--- config.mk ---
export PLATFORM = sky130hd
export DESIGN_NAME = ysyx_24110015_stage_seq_flat
export DESIGN_NICKNAME = d
export VERILOG_FILES = /design/src/rtl/ysyx_24110015_stage_seq_pkg.sv /design/src/rtl/ysyx_24110015_stage_seq_if.sv /design/src/rtl/ysyx_24110015_seq_wdog.sv /design/src/rtl/ysyx_24110015_stage_seq.sv /design/src/flat_wrapper.sv
export SDC_FILE = /design/constraint.sdc
export NUM_CORES = 1
export LEC_CHECK = 0
export CELL_PAD_IN_SITES_DETAIL_PLACEMENT = 1
export CELL_PAD_IN_SITES_GLOBAL_PLACEMENT = 1
export CORE_MARGIN = 5
export CORE_UTILIZATION = 35
export CTS_BUF_LIST = sky130_fd_sc_hd__clkbuf_8
export DETAILED_ROUTE_END_ITERATION = 8
export HOLD_SLACK_MARGIN = 0.08
export PLACE_DENSITY = 0.87
export SYNTH_ARGS = -nofsm -noshare
export SYNTH_HDL_FRONTEND = slang
export SYNTH_HIERARCHICAL = 1
export SYNTH_SLANG_ARGS = --single-unit
--- constraint.sdc ---
create_clock -name clk -period 2 [get_ports clk]
set_input_delay 0.4 -clock clk [delete_from_list [all_inputs] [get_ports clk]]
set_output_delay 0.4 -clock clk [all_outputs]
set_load 0.05 [all_outputs]
--- src/rtl/ysyx_24110015_stage_seq_pkg.sv ---
// Shared types and constants for the instruction stage sequencer.
package ysyx_24110015_stage_seq_pkg;

  typedef enum logic [1:0] {
    IDLE = 2'd0,
    RUN  = 2'd1,
    HALT = 2'd2
  } seq_state_e;

  localparam int IFU = 0;
  localparam int IDU = 1;
  localparam int EXU = 2;
  localparam int LSU = 3;
  localparam int WBU = 4;

  localparam int NSTAGE_DEF = 5;
  localparam int CNT_W_DEF  = 32;
  localparam int TMO_W_DEF  = 8;

endpackage

--- src/rtl/ysyx_24110015_stage_seq_if.sv ---
// Bundle of stage handshake, control and status signals around the sequencer.
interface ysyx_24110015_stage_seq_if
  import ysyx_24110015_stage_seq_pkg::*;
#(
  parameter int NSTAGE = NSTAGE_DEF,
  parameter int CNT_W  = CNT_W_DEF,
  parameter int TMO_W  = TMO_W_DEF
);

  logic [NSTAGE-1:0] stage_done;
  logic [NSTAGE-1:0] stage_skip;
  logic              flush;
  logic              halt_req;
  logic [TMO_W-1:0]  tmo_limit;
  logic [NSTAGE-1:0] stage_en;
  logic              commit;
  logic              halted;
  logic [CNT_W-1:0]  instret;
  logic              tmo_err;

  modport master (
    output stage_done, stage_skip, flush, halt_req, tmo_limit,
    input  stage_en, commit, halted, instret, tmo_err
  );

  modport slave (
    input  stage_done, stage_skip, flush, halt_req, tmo_limit,
    output stage_en, commit, halted, instret, tmo_err
  );

endinterface

--- src/rtl/ysyx_24110015_seq_wdog.sv ---
// Stall watchdog: counts RUN cycles without progress, fires once the count hits tmo_limit.
module ysyx_24110015_seq_wdog #(
  parameter int TMO_W = 8
) (
  input  logic             clk,
  input  logic             rst,
  input  logic             run,
  input  logic             clear,
  input  logic [TMO_W-1:0] tmo_limit,
  output logic             fire,
  output logic             tmo_err
);

  logic [TMO_W-1:0] cnt_q, cnt_d;
  logic             err_q, err_d;

  // fire is raised in the cycle whose edge brings the count up to the limit
  always_comb begin
    cnt_d = cnt_q;
    err_d = err_q;
    fire  = 1'b0;
    if (run) begin
      if (clear) begin
        cnt_d = '0;
      end else begin
        cnt_d = cnt_q + TMO_W'(1);
        if ((tmo_limit != '0) && (cnt_d == tmo_limit)) begin
          fire  = 1'b1;
          err_d = 1'b1;
        end
      end
    end
  end

  always_ff @(posedge clk) begin
    if (rst) begin
      cnt_q <= '0;
      err_q <= 1'b0;
    end else begin
      cnt_q <= cnt_d;
      err_q <= err_d;
    end
  end

  assign tmo_err = err_q;

endmodule

--- src/rtl/ysyx_24110015_stage_seq.sv ---
// One-hot IFU..WBU stage sequencer with commit counting and ebreak halt.
// Optional stall watchdog is built only when YSYX_24110015_SEQ_WDOG_EN is defined.
module ysyx_24110015_stage_seq
  import ysyx_24110015_stage_seq_pkg::*;
#(
  parameter int NSTAGE = NSTAGE_DEF,
  parameter int CNT_W  = CNT_W_DEF,
  parameter int TMO_W  = TMO_W_DEF
) (
  input logic                    clk,
  input logic                    rst,
  ysyx_24110015_stage_seq_if.slave bus
);

  seq_state_e        state_q, state_d;
  logic [NSTAGE-1:0] stage_en_q, stage_en_d;
  logic              commit_q, commit_d;
  logic [CNT_W-1:0]  instret_q, instret_d;

  logic hit;
  logic last;
  logic wdog_fire;

  // only the currently enabled stage may move the sequence forward
  assign hit  = |(stage_en_q & (bus.stage_done | bus.stage_skip));
  assign last = stage_en_q[NSTAGE-1];

  always_comb begin
    state_d    = state_q;
    stage_en_d = stage_en_q;
    commit_d   = 1'b0;
    instret_d  = instret_q;
    case (state_q)
      IDLE: begin
        state_d    = RUN;
        stage_en_d = NSTAGE'(1);
      end
      RUN: begin
        if (bus.flush) begin
          stage_en_d = NSTAGE'(1);
        end else if (hit) begin
          if (last) begin
            commit_d  = 1'b1;
            instret_d = instret_q + CNT_W'(1);
            if (bus.halt_req) begin
              state_d    = HALT;
              stage_en_d = '0;
            end else begin
              stage_en_d = NSTAGE'(1);
            end
          end else begin
            stage_en_d = stage_en_q << 1;
          end
        end else if (wdog_fire) begin
          state_d    = HALT;
          stage_en_d = '0;
        end
      end
      HALT: begin
        stage_en_d = '0;
      end
      default: begin
        state_d    = IDLE;
        stage_en_d = '0;
      end
    endcase
  end

  always_ff @(posedge clk) begin
    if (rst) begin
      state_q    <= IDLE;
      stage_en_q <= '0;
      commit_q   <= 1'b0;
      instret_q  <= '0;
    end else begin
      state_q    <= state_d;
      stage_en_q <= stage_en_d;
      commit_q   <= commit_d;
      instret_q  <= instret_d;
    end
  end

  assign bus.stage_en = stage_en_q;
  assign bus.commit   = commit_q;
  assign bus.halted   = (state_q == HALT);
  assign bus.instret  = instret_q;

`ifdef YSYX_24110015_SEQ_WDOG_EN
  ysyx_24110015_seq_wdog #(
    .TMO_W(TMO_W)
  ) u_wdog (
    .clk      (clk),
    .rst      (rst),
    .run      (state_q == RUN),
    .clear    (bus.flush | hit),
    .tmo_limit(bus.tmo_limit),
    .fire     (wdog_fire),
    .tmo_err  (bus.tmo_err)
  );
`else
  logic [TMO_W-1:0] unused_tmo_limit;
  assign unused_tmo_limit = bus.tmo_limit;
  assign wdog_fire        = 1'b0;
  assign bus.tmo_err      = 1'b0;
`endif

endmodule

--- src/flat_wrapper.sv ---
// flat-port wrapper written by rule: the top's interface ports become plain ports
module ysyx_24110015_stage_seq_flat import ysyx_24110015_stage_seq_pkg::*;
#(
  parameter int NSTAGE = NSTAGE_DEF,
  parameter int CNT_W  = CNT_W_DEF,
  parameter int TMO_W  = TMO_W_DEF
)
  (clk, rst, bus_stage_done, bus_stage_skip, bus_flush, bus_halt_req, bus_tmo_limit, bus_stage_en, bus_commit, bus_halted, bus_instret, bus_tmo_err);
  ysyx_24110015_stage_seq_if #(.NSTAGE(NSTAGE), .CNT_W(CNT_W), .TMO_W(TMO_W)) bus_i ();
  input logic clk;
  input logic rst;
  input wire logic [$bits(bus_i.stage_done)-1:0] bus_stage_done;
  input wire logic [$bits(bus_i.stage_skip)-1:0] bus_stage_skip;
  input wire logic [$bits(bus_i.flush)-1:0] bus_flush;
  input wire logic [$bits(bus_i.halt_req)-1:0] bus_halt_req;
  input wire logic [$bits(bus_i.tmo_limit)-1:0] bus_tmo_limit;
  output wire logic [$bits(bus_i.stage_en)-1:0] bus_stage_en;
  output wire logic [$bits(bus_i.commit)-1:0] bus_commit;
  output wire logic [$bits(bus_i.halted)-1:0] bus_halted;
  output wire logic [$bits(bus_i.instret)-1:0] bus_instret;
  output wire logic [$bits(bus_i.tmo_err)-1:0] bus_tmo_err;
  assign bus_i.stage_done = bus_stage_done;
  assign bus_i.stage_skip = bus_stage_skip;
  assign bus_i.flush = bus_flush;
  assign bus_i.halt_req = bus_halt_req;
  assign bus_i.tmo_limit = bus_tmo_limit;
  assign bus_stage_en = bus_i.stage_en;
  assign bus_commit = bus_i.commit;
  assign bus_halted = bus_i.halted;
  assign bus_instret = bus_i.instret;
  assign bus_tmo_err = bus_i.tmo_err;
  ysyx_24110015_stage_seq #(.NSTAGE(NSTAGE), .CNT_W(CNT_W), .TMO_W(TMO_W)) u_core (.clk(clk), .rst(rst), .bus(bus_i));
endmodule
==> results_dict.tcl <==
set metrics [dict create \
    root_buffer "clkbuf_8" \
    synthCells 223 \
    ys.flop_type "dfxtp_1" \
    multiInputGateArea_sq_um 1096 \
    crit_path_start_kind "register" \
    ant_nets 0 \
    leakagePower_uw 0.0009674 \
    drcViolationCount 0 \
    cts_hold_buf 0 \
    post-route-util 0.5300 \
    nets 322 \
    fmaxAchievable_mhz 514.7 \
    setup_violations 0 \
    cts.sinks 40 \
    power_uw 1475 \
    dr.pass1.iters 4 \
    hold_path.class "register to register" \
    synthTopCellsByCount "dfxtp_1, a21oi_1, o21ai_0, nor2_1, or3_1" \
    vias 2013 \
    dieWidth_um 84.27 \
    start_util 0.3550 \
    ir_drop_uv 264.9 \
    path_max_fanout 4 \
    final-seq-area_sq_um 822.0 \
    critPathTopFamily "buffers and inverters" \
    cts_inserted_buffers 5 \
    critPathArrivalTime_ns 1.54 \
    critPathBufInv 1 \
    crit_path_max_incr_delay_ns 0.83 \
    netlist_area_sq_um 1931 \
    core-area_sq_um 5439 \
    p_per_area_nw_per_um2 511.8 \
    synth_nets 246 \
    grt_overflow 0 \
    nFillCells 632 \
    antenna_found_initial 0 \
    seq_area_frac_synth 0.4148 \
    synth_largest_area_cell "dfxtp_1" \
    worst_pin_slew_ns 0.5353 \
    required_ns 1.60 \
    synth_top_area_frac 0.4148 \
    clk_latency_ns 0.29 \
    routabilityCongestion 0.7284 \
    ys_async_sr_fraction 0 \
    place_ws_ns -0.3300 \
    finalCritPeriodShare 0.9714 \
    path_clk_slew_ns 0.08 \
    grt_pass1_wl_um 9218 \
    status "finished, final reports clean" \
    grt_start_max_net_pins 18 \
    fin_skew_ns 0.007312 \
    placed_area_sq_um 2645 \
    ys_warn_count 6 \
    wl_per_cell_um 16.75 \
    crit_path_end_kind "primary output" \
    htree_levels 2 \
    grt_use_total 0.1568 \
    maxSlewViolCount 0 \
    synth-edff-count 0 \
    io_buffers 52 \
    avgSynthCellArea_sq_um 8.657 \
    yosysMostFrequentCell "dfxtp_1" \
    vias_per_cell 5.411 \
    drive_above_1_share 0.2167 \
    dieArea_sq_um 7101 \
    wl_um 6231 \
    row_count 27 \
    ys_seq_elements 40 \
    setup-tns-final_ns 0 \
    synth_area_leaders "dfxtp_1, a21oi_1, o21ai_0" \
    drt_iter0_markers 89 \
    cts_tree "yes" \
    fin_area_sq_um 2883 \
    clockBufferDepth 2 \
    hold_violations 0 \
    cp_slowest_cell "clkdlybuf4s50_1" \
    period_needed_ns 1.943 \
    critPathKind "register to primary output" \
    path_cells "clkdlybuf4s50_1" \
    die_y_um 84.27 \
    dp_hpwl_um 4029 \
    area_growth_pct 49.32 \
    cap_violations 0 \
    fin_ws_ns 0.05712 \
    grt_pass1_vias 2005 \
    num_antenna_cells 0 \
    relSlewSlack 0.6420 \
    io_pins 62 \
    ys_types 44 \
]
[report_power, final]
part / internal [uW] / switching (uW) / leakage, uW
clock: 275 / 287 / 0.0000486
combinational: 51.5 / 60.7 / 0.000588
sequential: 797 / 3.53 / 0.000330
[final timing paths]
check | startpoint | to | slack (ns) | cells after the start
max | u_core/bus.instret[18]$_SDFFE_PP0P_ | bus_instret[18] | 0.06 | 1
min | u_core/bus.stage_en[1]$_SDFFE_PP0P_ | u_core/bus.stage_en[1]$_SDFFE_PP0P_ | 0.48 | 2
max reg2reg | u_core/bus.instret[16]$_SDFFE_PP0P_ | u_core/bus.instret[29]$_SDFFE_PP0P_ | 0.06 | 6
min reg2reg | u_core/bus.stage_en[1]$_SDFFE_PP0P_ | u_core/bus.stage_en[1]$_SDFFE_PP0P_ | 0.48 | 2
[final cells by class]
class | instances | area share
Clock buffer | 6 | 0.02865
Timing Repair Buffer | 78 | 0.2617
Sequential cell | 40 | 0.2852
Inverter | 7 | 0.009115
Multi-Input combinational cell | 167 | 0.3802
Clock inverter | 2 | 0.003906
Tap cell | 72 | 0.03125
[timing repair]
item / in CTS / in global routing
setup buffers: 0 / 9
setup endpoints to repair: 1 / 12
pin swaps: 1 / 4
cloned: 0 / 1
gates resized for setup: 0 / 9
[cells by family (layout without fill, tap and decap cells)]
kind of cell	Yosys count	count (layout)	synth area share
adders and majority gates	1	1	0.006480
xor gates and xnor gates	12	12	0.05444
other	1	1	0.001942
and+or+nand+nor	86	86	0.2554
buffers and inverters	17	93	0.04471
DFF	40	40	0.4148
AOI/OAI and AO/OA	65	66	0.2171
muxes	1	1	0.005185
[sequential cells by signal (all words and copies together) (netlist names)]
name                 flops
u_core/bus.commit        1
u_core/state_q           2
u_core/bus.stage_en      5
u_core/bus.instret      32
[metal layers]
layer	vias to the layer above	global-route usage	part of all wire
met5	-	0	0
met4	0	0.03655	0.025
met3	12	0.05397	0.060
met2	55	0.2991	0.52
met1	983	0.1634	0.39
li1	963	-	-
[layout by cell type, fill, tap and decap left out, drive strengths merged, types with 9 or more instances in the layout]
| master | synthesis | layout |
|---|---|---|
| clkdlybuf4s50 | 0 | 47 |
| dfxtp | 40 | 40 |
| buf | 5 | 29 |
| a21oi | 24 | 24 |
| o21ai | 22 | 22 |
| nor2 | 21 | 21 |
| or3 | 16 | 16 |
| nand2 | 13 | 13 |
| o211ai | 9 | 9 |
[stage by stage]
| stage | hold WS (ns) | cells |
|---|---|---|
| 2_1_floorplan | 0.4457 | 223 |
| 3_3_place_gp | 0.4577 | 354 |
| 3_5_place_dp | 0.4698 | 354 |
| 4_1_cts | 0.4819 | 362 |
| 5_1_grt | 0.5032 | 372 |
| 6_report | 0.4769 | 372 |
Note: power is estimated with default switching activity, not from simulation.
